--- config.mk ---
export PLATFORM = sky130hd
export DESIGN_NAME = ota_cmp_decimator
export DESIGN_NICKNAME = d
export VERILOG_FILES = /design/src/rtl/ota_cmp_decimator.sv
export SDC_FILE = /design/constraint.sdc
export NUM_CORES = 1
export LEC_CHECK = 0
export ABC_CLOCK_PERIOD_IN_PS = 3900
export CAP_MARGIN = 20
export CORE_MARGIN = 1
export CORE_UTILIZATION = 40
export CTS_BUF_LIST = sky130_fd_sc_hd__clkbuf_8 sky130_fd_sc_hd__clkbuf_16
export DETAILED_ROUTE_END_ITERATION = 8
export RECOVER_POWER = 100
export SYNTH_ARGS = -nofsm -noshare
export SYNTH_HDL_FRONTEND = slang
export SYNTH_SLANG_ARGS = --single-unit
--- constraint.sdc ---
create_clock -name clk -period 3.9 [get_ports clk]
set_input_delay 0.78 -clock clk [delete_from_list [all_inputs] [get_ports clk]]
set_output_delay 0.78 -clock clk [all_outputs]
set_load 0.02 [all_outputs]
--- src/rtl/ota_cmp_decimator.sv ---
// ota_cmp_decimator
// Synchronises and deglitches the OTA comparator level, then measures its
// high-density over back-to-back windows of 2^WIN_LOG2 clocks.
// Optional build macro: OTA_DECIM_TOGGLE_CNT_EN adds a per-window count of
// filtered-level transitions on toggle_cnt (tied to zero otherwise).
module ota_cmp_decimator #(
  parameter int SYNC_STAGES = 2,
  parameter int DEGLITCH    = 3,
  parameter int WIN_LOG2    = 8,
  parameter int OUT_W       = 8
) (
  input  logic             clk,
  input  logic             rst,
  input  logic             en,
  input  logic             clr,
  input  logic             cmp_in,
  output logic             cmp_level,
  output logic [OUT_W-1:0] result,
  output logic             result_valid,
  output logic             busy,
  output logic [7:0]       toggle_cnt
);

  localparam int HI_W     = WIN_LOG2 + 1;
  localparam int SHIFT    = WIN_LOG2 - OUT_W;
  localparam int SETTLE_N = SYNC_STAGES + DEGLITCH;

  localparam logic [3:0]          DG_LAST     = 4'(DEGLITCH - 1);
  localparam logic [4:0]          SETTLE_LAST = 5'(SETTLE_N - 1);
  localparam logic [WIN_LOG2-1:0] WIN_ZERO    = {WIN_LOG2{1'b0}};
  localparam logic [WIN_LOG2-1:0] WIN_ONE     = {{(WIN_LOG2-1){1'b0}}, 1'b1};
  localparam logic [HI_W-1:0]     HI_ZERO     = {HI_W{1'b0}};

  typedef enum logic [1:0] {
    ST_IDLE   = 2'd0,
    ST_SETTLE = 2'd1,
    ST_RUN    = 2'd2
  } state_t;

  // A full window (all samples high) overflows the code range and saturates.
  function automatic logic [OUT_W-1:0] density_code(input logic [HI_W-1:0] hi);
    logic [OUT_W-1:0] code;
    if (hi[HI_W-1]) begin
      code = {OUT_W{1'b1}};
    end else begin
      code = OUT_W'(hi >> SHIFT);
    end
    return code;
  endfunction

  logic [SYNC_STAGES-1:0] sync_q;
  logic                   sync_s;
  logic [3:0]             dg_cnt_q, dg_cnt_d;
  logic                   level_q, level_d;

  state_t                 state_q, state_d;
  logic [4:0]             settle_q, settle_d;
  logic [WIN_LOG2-1:0]    win_q, win_d;
  logic [HI_W-1:0]        hi_q, hi_d;
  logic [HI_W-1:0]        hi_sum_s;
  logic                   close_s;

  logic [OUT_W-1:0]       result_q;
  logic                   valid_q;
  logic                   busy_q;

  assign sync_s   = sync_q[SYNC_STAGES-1];
  assign hi_sum_s = hi_q + HI_W'(level_q);

  // Shift the asynchronous comparator level through the synchroniser chain.
  always_ff @(posedge clk or posedge rst) begin
    if (rst) begin
      sync_q <= {SYNC_STAGES{1'b0}};
    end else begin
      sync_q <= {sync_q[SYNC_STAGES-2:0], cmp_in};
    end
  end

  // Deglitch: flip the filtered level after DEGLITCH consecutive disagreeing samples.
  always_comb begin
    dg_cnt_d = dg_cnt_q;
    level_d  = level_q;
    if (sync_s != level_q) begin
      if (dg_cnt_q == DG_LAST) begin
        level_d  = ~level_q;
        dg_cnt_d = 4'd0;
      end else begin
        dg_cnt_d = dg_cnt_q + 4'd1;
      end
    end else begin
      dg_cnt_d = 4'd0;
    end
  end

  // Deglitch counter and filtered level registers.
  always_ff @(posedge clk or posedge rst) begin
    if (rst) begin
      dg_cnt_q <= 4'd0;
      level_q  <= 1'b0;
    end else begin
      dg_cnt_q <= dg_cnt_d;
      level_q  <= level_d;
    end
  end

  // Next-state logic: settle timer, window counters and close detection.
  always_comb begin
    state_d  = state_q;
    settle_d = settle_q;
    win_d    = win_q;
    hi_d     = hi_q;
    close_s  = 1'b0;
    case (state_q)
      ST_IDLE: begin
        if (en) begin
          state_d  = ST_SETTLE;
          settle_d = 5'd0;
        end else begin
          state_d  = ST_IDLE;
        end
      end
      ST_SETTLE: begin
        if (clr) begin
          settle_d = 5'd0;
        end else if (!en) begin
          state_d  = ST_IDLE;
          settle_d = 5'd0;
        end else if (settle_q == SETTLE_LAST) begin
          state_d  = ST_RUN;
          settle_d = 5'd0;
          win_d    = WIN_ZERO;
          hi_d     = HI_ZERO;
        end else begin
          settle_d = settle_q + 5'd1;
        end
      end
      ST_RUN: begin
        if (clr) begin
          state_d  = ST_SETTLE;
          settle_d = 5'd0;
          win_d    = WIN_ZERO;
          hi_d     = HI_ZERO;
        end else if (!en) begin
          state_d  = ST_IDLE;
          win_d    = WIN_ZERO;
          hi_d     = HI_ZERO;
        end else if (&win_q) begin
          // Last sample of the window is folded into hi_sum_s; restart with no gap.
          close_s  = 1'b1;
          win_d    = WIN_ZERO;
          hi_d     = HI_ZERO;
        end else begin
          win_d    = win_q + WIN_ONE;
          hi_d     = hi_sum_s;
        end
      end
      default: begin
        state_d  = ST_IDLE;
        settle_d = 5'd0;
        win_d    = WIN_ZERO;
        hi_d     = HI_ZERO;
      end
    endcase
  end

  // State and window counter registers.
  always_ff @(posedge clk or posedge rst) begin
    if (rst) begin
      state_q  <= ST_IDLE;
      settle_q <= 5'd0;
      win_q    <= WIN_ZERO;
      hi_q     <= HI_ZERO;
    end else begin
      state_q  <= state_d;
      settle_q <= settle_d;
      win_q    <= win_d;
      hi_q     <= hi_d;
    end
  end

  // Registered outputs: result latched on window close, one-cycle valid strobe.
  always_ff @(posedge clk or posedge rst) begin
    if (rst) begin
      result_q <= {OUT_W{1'b0}};
      valid_q  <= 1'b0;
      busy_q   <= 1'b0;
    end else begin
      result_q <= close_s ? density_code(hi_sum_s) : result_q;
      valid_q  <= close_s;
      busy_q   <= (state_d != ST_IDLE);
    end
  end

  assign cmp_level    = level_q;
  assign result       = result_q;
  assign result_valid = valid_q;
  assign busy         = busy_q;

`ifdef OTA_DECIM_TOGGLE_CNT_EN
  logic       run_ok_s;
  logic       flip_s;
  logic [7:0] tog_q, tog_d, tog_sum_s, tog_out_q;

  assign run_ok_s  = (state_q == ST_RUN) && en && !clr;
  assign flip_s    = level_d ^ level_q;
  assign tog_sum_s = (tog_q == 8'hFF) ? 8'hFF : (tog_q + {7'd0, flip_s});

  // Toggle accumulator: counts filtered flips inside an uninterrupted window.
  always_comb begin
    tog_d = 8'd0;
    if (run_ok_s) begin
      if (close_s) begin
        tog_d = 8'd0;
      end else begin
        tog_d = tog_sum_s;
      end
    end else begin
      tog_d = 8'd0;
    end
  end

  // Toggle accumulator and its latched copy, updated alongside result.
  always_ff @(posedge clk or posedge rst) begin
    if (rst) begin
      tog_q     <= 8'd0;
      tog_out_q <= 8'd0;
    end else begin
      tog_q     <= tog_d;
      tog_out_q <= close_s ? tog_sum_s : tog_out_q;
    end
  end

  assign toggle_cnt = tog_out_q;
`else
  assign toggle_cnt = 8'd0;
`endif

endmodule
Word level (Yosys, flattened, before mapping)
Index checks and enable logic that the tools add are counted.
- register bits after elaboration: 41
- logic and storage cells: 66
- input bits: 5
- output and inout bits: 19
- mux-type cells: 34
- eq/ne operators: 10
- add/sub/neg operators: 4
- reductions and logical operators: 6
- bitwise logic cells: 2
- operators by type and width (kind ; number):
    $mux W8 ; 7
    $mux W9 ; 6
    $pmux W9 S3 ; 1
    $mux W5 ; 5
    $pmux W8 S3 ; 1
    $pmux W5 S3 ; 1
    $mux W2 ; 5
    $ne A2 B2 Y1 const B ; 5
    $add A9 B1 Y9 ; 1
    $add A8 B1 Y8 const B ; 1
    $mux W4 ; 2
    $reduce_and A8 Y1 ; 1
    $pmux W2 S3 ; 1
    $add A5 B1 Y5 const B ; 1
    $eq A5 B3 Y1 const B ; 1
    $mux W1 ; 5
    $add A4 B1 Y4 const B ; 1
    $eq A4 B2 Y1 const B ; 1
    $reduce_and A2 Y1 ; 2
    $reduce_and A4 Y1 ; 1
    $eq A2 B1 Y1 const B ; 1
    $eq A2 B2 Y1 const B ; 1
    $logic_not A2 Y1 ; 1
    $not A1 Y1 ; 2
    other kinds (2) ; 2

Logic depth before layout (Yosys ltp)
Gate-level depths: netlist (run 1).
- word-level depth: 6
- gate-level depth with buffers: 7
- mapped depth without buffers: 6

Least setup slack after synthesis (run 1)
OpenSTA, ideal clock, no wires.
- kind: input to register
- start: input clr
- end: register result_q[6] (netlist: result[6])
- library setup time: 0.127 ns
- buffers on the path: 2
- stages: 6
- data arrival time: 1.689 ns
- data required time: 3.773 ns
- slack: 2.083 ns
- cell sequence: and4bb_4 > and3_1 > buf_6 > and3b_1 > buf_6 > a21oi_1
- word-level cells in the longest chain between the ends: 2
- ends and longest elaborated chain (what ; line ; RTL):
    from (decl) ; 15 ; input logic clr,
    $mux W1 ; 138 ; if (clr) begin
    $mux W1 ; 113 ; case (state_q)
    to (signal assigned) ; 184 ; result_q <= {OUT_W{1'b0}};
    to (signal assigned) ; 188 ; result_q <= close_s ? density_code(hi_sum_s) : result_q;
    to (decl) ; 63 ; logic [OUT_W-1:0] result_q;
No other way between the ends.
A chain may end at the register's enable or synchronous reset.

Worst setup path after layout (run 1)
- start: input en
- end: register hi_q[8]
- word-level cells in the longest chain between the ends: 3
- elaborated cells between the ends (all ways): 5
- classes of those cells: eq/ne: 1; mux: 3; reduce/logical: 1
- ends and longest elaborated chain (what ; line ; RTL):
    from (decl) ; 14 ; input logic en,
    $mux W9 ; 143 ; end else if (!en) begin
    $mux W9 ; 138 ;
    $pmux W9 S3 ; 113 ;
    to (signal assigned) ; 177 ; hi_q <= hi_d;
    to (decl) ; 59 ; logic [HI_W-1:0] hi_q, hi_d;
Parallel ways exist; a longest one is shown, timed or not.

==> out/metrics.csv, run 1 <==
stage;metric;value;unit
outcome;status;complete, but fails checks;
outcome;failing checks;DRC;
pwr;leakage power;1.075;nW
detailed_routing;wire length per cell;11.76;um
timing;Max-Slew Margin vs Limit;36.71;%
pwr;Sw Ratio;25.43;%
floorplan;io pins;24;
floorplan;Core Area;5107;um^2
synthesis;Post-synth ARST share;100.0;%
synthesis;Synth area leaders;dfrtp_1 (49%), o21ai_0 (4.3%), ha_1 (4.1%);
grt;largest net degree at the start of global routing;42;
pwr;NetSw;0.2118;mW
timing;Fin. Hold Viols;0;
cts;# hold bufs at CTS;0;
placed_design;number of buffers added on ports;15;
grt;antenna violations before repair;0;
floorplan;Initial Util;41.33;%
setup_path;Critical Path End Type;register;
synthesis;top-count cell post-synth;dfrtp_1;
layout;antenna cells;0;
synthesis;Gate Count Post-Synth;213;
detailed_routing;DRC;1;
cts;Clock Latency Late Sink;0.29;ns
cts;post-CTS setup buffers;0;
timing;setup tns final;0;ns
timing;Slew @ Worst Pin;0.9494;ns
pwr;internal power;0.6211;mW
setup_path;Req. time, crit path;4.11;ns
detailed_routing;DRT Pass-1 Iters;6;
layout;Final #Nets;239;
floorplan;die span in x;74.64;um
synthesis;Syn Area/Cell;9.910;um^2
pwr;Clk network pwr share;33.0;%
floorplan;die area;5571;um^2
cts;clock-pin slew on the worst setup and hold paths;0.07;ns
synthesis;synthesis warning total;0;
detailed_routing;1st-iter DRT viols;87;
detailed_routing;Post-Route WL;3492;um
cts;root buffer cell;clkbuf_8;
synthesis;leading area contributor after synthesis;dfrtp_1;
setup_path;CP max FO;14;
synthesis;post-synthesis sequential area ratio;48.61;%
pwr;register share of total power;55.6;%
timing;Final Cycle Share;71.27;%
cts;clock buffer depth;2;
cts;number of H-tree levels;2;
synthesis;post-synthesis cell type count;41;
placed_design;RD Place Congestion;0.7350;
setup_path;Crit Path Class;input pin to register;
synthesis;Post-synth top cells;dfrtp_1 (41), nor2_1 (22), nand2_1 (19);
placed_design;Placement Setup Slack;1.212;ns
min_path;HP Class;register to register;
cts;CTS buffer count;5;
synthesis;dominant synthesized flop cell;dfrtp_1;
grt;vias in the first global route;1398;
setup_path;CP Launch Type;input pin;
detailed_routing;Vias/cell;4.953;
timing;setup violators final;0;
timing;worst setup margin;1.120;ns
timing;unrepaired setup endpoints after global routing;false;
timing;crit path time final;2.780;ns
layout;Syn-to-layout area delta;9.899;%
timing;Slew Limit Fails;0;
cts;CTS tree;built;
detailed_routing;Routed Antenna Nets;0;
timing;Clock Skew;0.001930;ns
grt;first-pass GRT wire length;6403;um
synthesis;post-synth top area share;48.61;%
flow_run;max_cap viols;0;
synthesis;Cell Area, Synth;2111;um^2
cts;post-CTS resize count;0;
grt;grt ovf;0;
cts;Sink Count;41;
layout;layout cell share with drive strength beyond 1;6.167;%
placed_design;DPL Wire Length;2429;um
detailed_routing;vias;1471;
pwr;PwrDens;359.0;nW/um^2
setup_path;Worst EP arrival;2.99;ns
floorplan;Die Ht;74.64;um
synthesis;#FFs+latches synth;41;
floorplan;Rows;26;
pwr;VDD IR max;0.0001822;V
grt;all-layer global routing usage;15.57;%
timing;Max Fclk;359.8;MHz
pwr;part of the power in combinational logic;11.4;%
synthesis;number of synthesized flops with an enable pin;0;
worst paths after layout:
kind / slack (ns) / start / cells after the start / end
min in group asynchronous: 1.05 / rst / 3 / sync_q[1]
min: 0.35 / sync_q[0] / 0 / sync_q[1]
min reg2reg: 0.35 / sync_q[0] / 0 / sync_q[1]
max in group asynchronous: 2.49 / rst / 3 / hi_q[6]
max: 1.12 / en / 5 / hi_q[8]
max reg2reg: 1.61 / win_q[0] / 5 / hi_q[8]
routing by layer:
metal | vias up | share of wire [%] | global-route usage, %
li1 | 754 | - | -
met1 | 680 | 52 | 21.48
met2 | 30 | 42 | 22.82
met3 | 7 | 4.4 | 4.819
met4 | 0 | 1.7 | 6.289
met5 | - | 0 | 0
per-stage QoR:
stage               hold slack, ns  cell area [um^2]  std cells  util [%]  power (mW)
floorplan                   0.3312              2137        220         -      0.5469
global placement            0.3359              2261        290     44.27      0.5725
detailed placement          0.3358              2261        290     44.27      0.5739
CTS                         0.3522              2347        297     45.96      0.8515
global route                0.3693              2320        297     45.42      0.8830
finish                      0.3485              2320        297     45.42      0.8329
registers in the layout (all words and copies together) (netlist names), 2 cells and up:
name	cells
win_q	8
settle_q	5
hi_q	9
sync_q	2
state_q	2
dg_cnt_q	4
result	8
cells by family after synthesis:
kind of cell	Yosys count	share of synthesized area (%)
AND/OR/NAND/NOR	70	17.78
XOR/XNOR	11	4.564
flip-flops	41	48.61
other	1	0.1777
adder cells (fa/ha/maj)	7	4.149
multiplexers	3	1.600
buffers and inverters	27	7.883
AO/OA/AOI/OAI	53	15.24
cell usage in the layout, fill, tap and decap left out, types with 3 or more instances in the layout:
cell	instances
and3_1	3
nor2_1	22
inv_1	11
nand3_1	10
conb_1	8
mux2_2	3
a41oi_1	3
a31oi_1	6
a21oi_1	15
ha_1	7
o21ai_0	18
dlygate4sd3_1	14
xor2_1	6
xnor2_1	5
dfrtp_1	41
clkbuf_8	6
nand2_1	19
critical path, cell delays in order:
cell	delay, ns
dlygate4sd3_1	0.62
nand4bb_1	0.29
a21oi_1	0.83
inv_1	0.25
o211ai_1	0.22
area by class of cell:
cell class / count / area, um^2
sequential: 41 / 1026
timing repair buffer: 17 / 161.4
multi-input combinational: 152 / 920.9
tap: 70 / 87.58
clock inverter: 1 / 3.754
fill: 509 / 2788
clock buffer: 6 / 82.58
inverter: 10 / 37.54
power by group through the flow:
stage               logic, mW  clock network [mW]  registers, mW
finish                 0.0949               0.275          0.463
global route            0.111               0.305          0.467
CTS                     0.102               0.286          0.464
detailed placement      0.101                   0          0.472
global placement        0.100                   0          0.472
floorplan              0.0715                   0          0.475
No activity file was read; power rests on OpenSTA's default activity.
==> run 2: changes to the inputs <==
--- a/config.mk
+++ b/config.mk
@@ -5,7 +5,7 @@
 export SDC_FILE = /design/constraint.sdc
 export NUM_CORES = 1
 export LEC_CHECK = 0
-export ABC_CLOCK_PERIOD_IN_PS = 3900
+export ABC_CLOCK_PERIOD_IN_PS = 2600
 export CAP_MARGIN = 20
 export CORE_MARGIN = 1
 export CORE_UTILIZATION = 40
==> constraint.sdc (replaced) <==
create_clock -name clk -period 2.6 [get_ports clk]
set_input_delay 0.52 -clock clk [delete_from_list [all_inputs] [get_ports clk]]
set_output_delay 0.52 -clock clk [all_outputs]
set_load 0.02 [all_outputs]
==> out/metrics.csv, run 2 (same netlist as run 1, synthesis figures left out) <==
stage;metric;value;unit;change
detailed_routing;Post-Route WL;3685;um;+5.5%
detailed_routing;Routed Antenna Nets;0;;unchanged
grt;vias in the first global route;1421;;+1.6%
pwr;NetSw;0.3495;mW;+65%
floorplan;die span in x;74.64;um;unchanged
cts;CTS buffer count;5;;unchanged
detailed_routing;vias;1489;;+1.2%
cts;post-CTS setup buffers;0;;unchanged
grt;antenna violations before repair;0;;unchanged
grt;largest net degree at the start of global routing;42;;unchanged
timing;Max-Slew Margin vs Limit;32.21;%;-4.5 points
pwr;VDD IR max;0.0002445;V;+34%
floorplan;Die Ht;74.64;um;unchanged
timing;worst setup margin;0.5454;ns;-0.5750 ns
pwr;Sw Ratio;25.64;%;+0.21 points
timing;Fin. Hold Viols;0;;unchanged
layout;antenna cells;0;;unchanged
timing;crit path time final;2.055;ns;
cts;root buffer cell;clkbuf_8;;
placed_design;DPL Wire Length;2532;um;+4.2%
cts;Clock Latency Late Sink;0.30;ns;about the same
setup_path;CP Launch Type;input pin;;
min_path;HP Class;register to register;;
timing;Hold Slack;0.3659;ns;+0.01742 ns
pwr;part of the power in combinational logic;10.6;%;-0.8 points
placed_design;Cell Area, Placed;2268;um^2;+0.33%
placed_design;Placement Setup Slack;0.2211;ns;-0.9904 ns
timing;Max Fclk;486.7;MHz;
detailed_routing;DRC;1;;unchanged
floorplan;Rows;26;;unchanged
cts;Sink Count;41;;unchanged
setup_path;Critical Path End Type;register;;
pwr;Clk network pwr share;38.4;%;+5.4 points
grt;all-layer global routing usage;16.35;%;+0.79 points
layout;layout cell share with drive strength beyond 1;8.696;%;+2.5 points
pwr;leakage power;1.093;nW;+1.7%
setup_path;CP max FO;14;;unchanged
layout;final instance area;2379;um^2;+2.5%
outcome;status;complete, but fails checks;;
pwr;register share of total power;51.0;%;-4.6 points
layout;most common cell after layout, fill and taps aside;dfrtp_1;;
layout;max reg flops;9;;unchanged
layout;Most flops, register;hi_q;;
grt;first-pass GRT wire length;6713;um;+4.8%
grt;grt ovf;0;;unchanged
floorplan;io pins;24;;unchanged
timing;setup violators final;0;;unchanged
placed_design;RD Place Congestion;0.7545;;+2.7%
timing;setup tns final;0;ns;unchanged
detailed_routing;DRT Pass-1 Iters;6;;unchanged
flow_run;max_cap viols;0;;unchanged
cts;number of H-tree levels;2;;unchanged
setup_path;Crit Path Class;input pin to register;;
pwr;internal power;1.014;mW;+63%
floorplan;die area;5571;um^2;unchanged
layout;leading cell types in the layout, fill and taps excluded;dfrtp_1 (41), nor2_1 (22), nand2_1 (19), o21ai_0 (18);;
cts;# hold bufs at CTS;0;;unchanged
timing;Final Cycle Share;79.02;%;
detailed_routing;Vias/cell;4.963;;+0.21%
cts;post-CTS resize count;0;;unchanged
pwr;PwrDens;573.1;nW/um^2;+60%
detailed_routing;1st-iter DRT viols;84;;-3.4%
timing;unrepaired setup endpoints after global routing;false;;
timing;Slew @ Worst Pin;1.017;ns;+0.06750 ns
floorplan;Core Area;5107;um^2;unchanged
setup_path;Req. time, crit path;2.82;ns;-1.29 ns
cts;CTS tree;built;;
outcome;failing checks;DRC;;
cts;clock buffer depth;2;;unchanged
layout;Syn-to-layout area delta;12.69;%;
layout;Final #Nets;241;;+0.84%
timing;Clock Skew;0.01120;ns;+0.009269 ns
timing;Slew Limit Fails;0;;unchanged
cts;clock-pin slew on the worst setup and hold paths;0.09;ns;+0.02 ns
detailed_routing;wire length per cell;12.28;um;+4.5%
setup_path;Worst EP arrival;2.27;ns;-0.72 ns
placed_design;number of buffers added on ports;15;;unchanged
floorplan;Initial Util;41.33;%;unchanged
-- run 2: per-layer routing --
layer / vias up / GRT usage [%] / wire length [um]
met2: 20 / 25.13 / 1704
li1: 765 / - / -
met5: - / 0 / 0
met3: 2 / 5.221 / 113
met1: 702 / 21.85 / 1839
met4: 0 / 5.660 / 29
-- run 2: final cells by class --
type                            instances  area [um^2]
Sequential cell                        41         1026
Tap cell                               70        87.58
Timing Repair Buffer                   19        170.2
Multi-Input combinational cell        152        944.7
Clock buffer                            5        68.82
Clock inverter                          3        43.79
Inverter                               10        37.54
Fill cell                             527         2729
-- run 2: final timing paths --
| check | slack (ns) | from | cells after the start | to |
|---|---|---|---|---|
| setup / recovery | 0.55 | en | 5 | hi_q[8] |
| hold / removal | 0.37 | sync_q[0] | 0 | sync_q[1] |
| setup reg to reg | 0.64 | win_q[0] | 5 | hi_q[8] |
| hold reg to reg | 0.37 | sync_q[0] | 0 | sync_q[1] |
| max in group asynchronous | 1.00 | rst | 3 | result_valid |
| min in group asynchronous | 0.98 | rst | 3 | result[0] |
-- run 2: worst max-delay path: stages --
cell	delay [ns]
dlygate4sd3_1	0.67
nand4bb_4	0.19
a21oi_2	0.48
inv_1	0.19
o211ai_1	0.22
-- run 2: through the flow --
stage               util, %  total power [mW]  instances
floorplan                 -            0.8204        220
global placement      44.41            0.8604        291
detailed placement    44.41            0.8623        291
CTS                   46.62             1.392        299
global route          46.57             1.441        300
finish                46.57             1.363        300
-- run 2: power by group through the flow --
stage | Combinational, mW | Sequential [mW] | Clock (mW)
6_report | 0.144 | 0.695 | 0.523
5_1_grt | 0.170 | 0.700 | 0.571
4_1_cts | 0.154 | 0.697 | 0.542
3_5_place_dp | 0.153 | 0.709 | 0
3_3_place_gp | 0.152 | 0.708 | 0
2_1_floorplan | 0.107 | 0.713 | 0
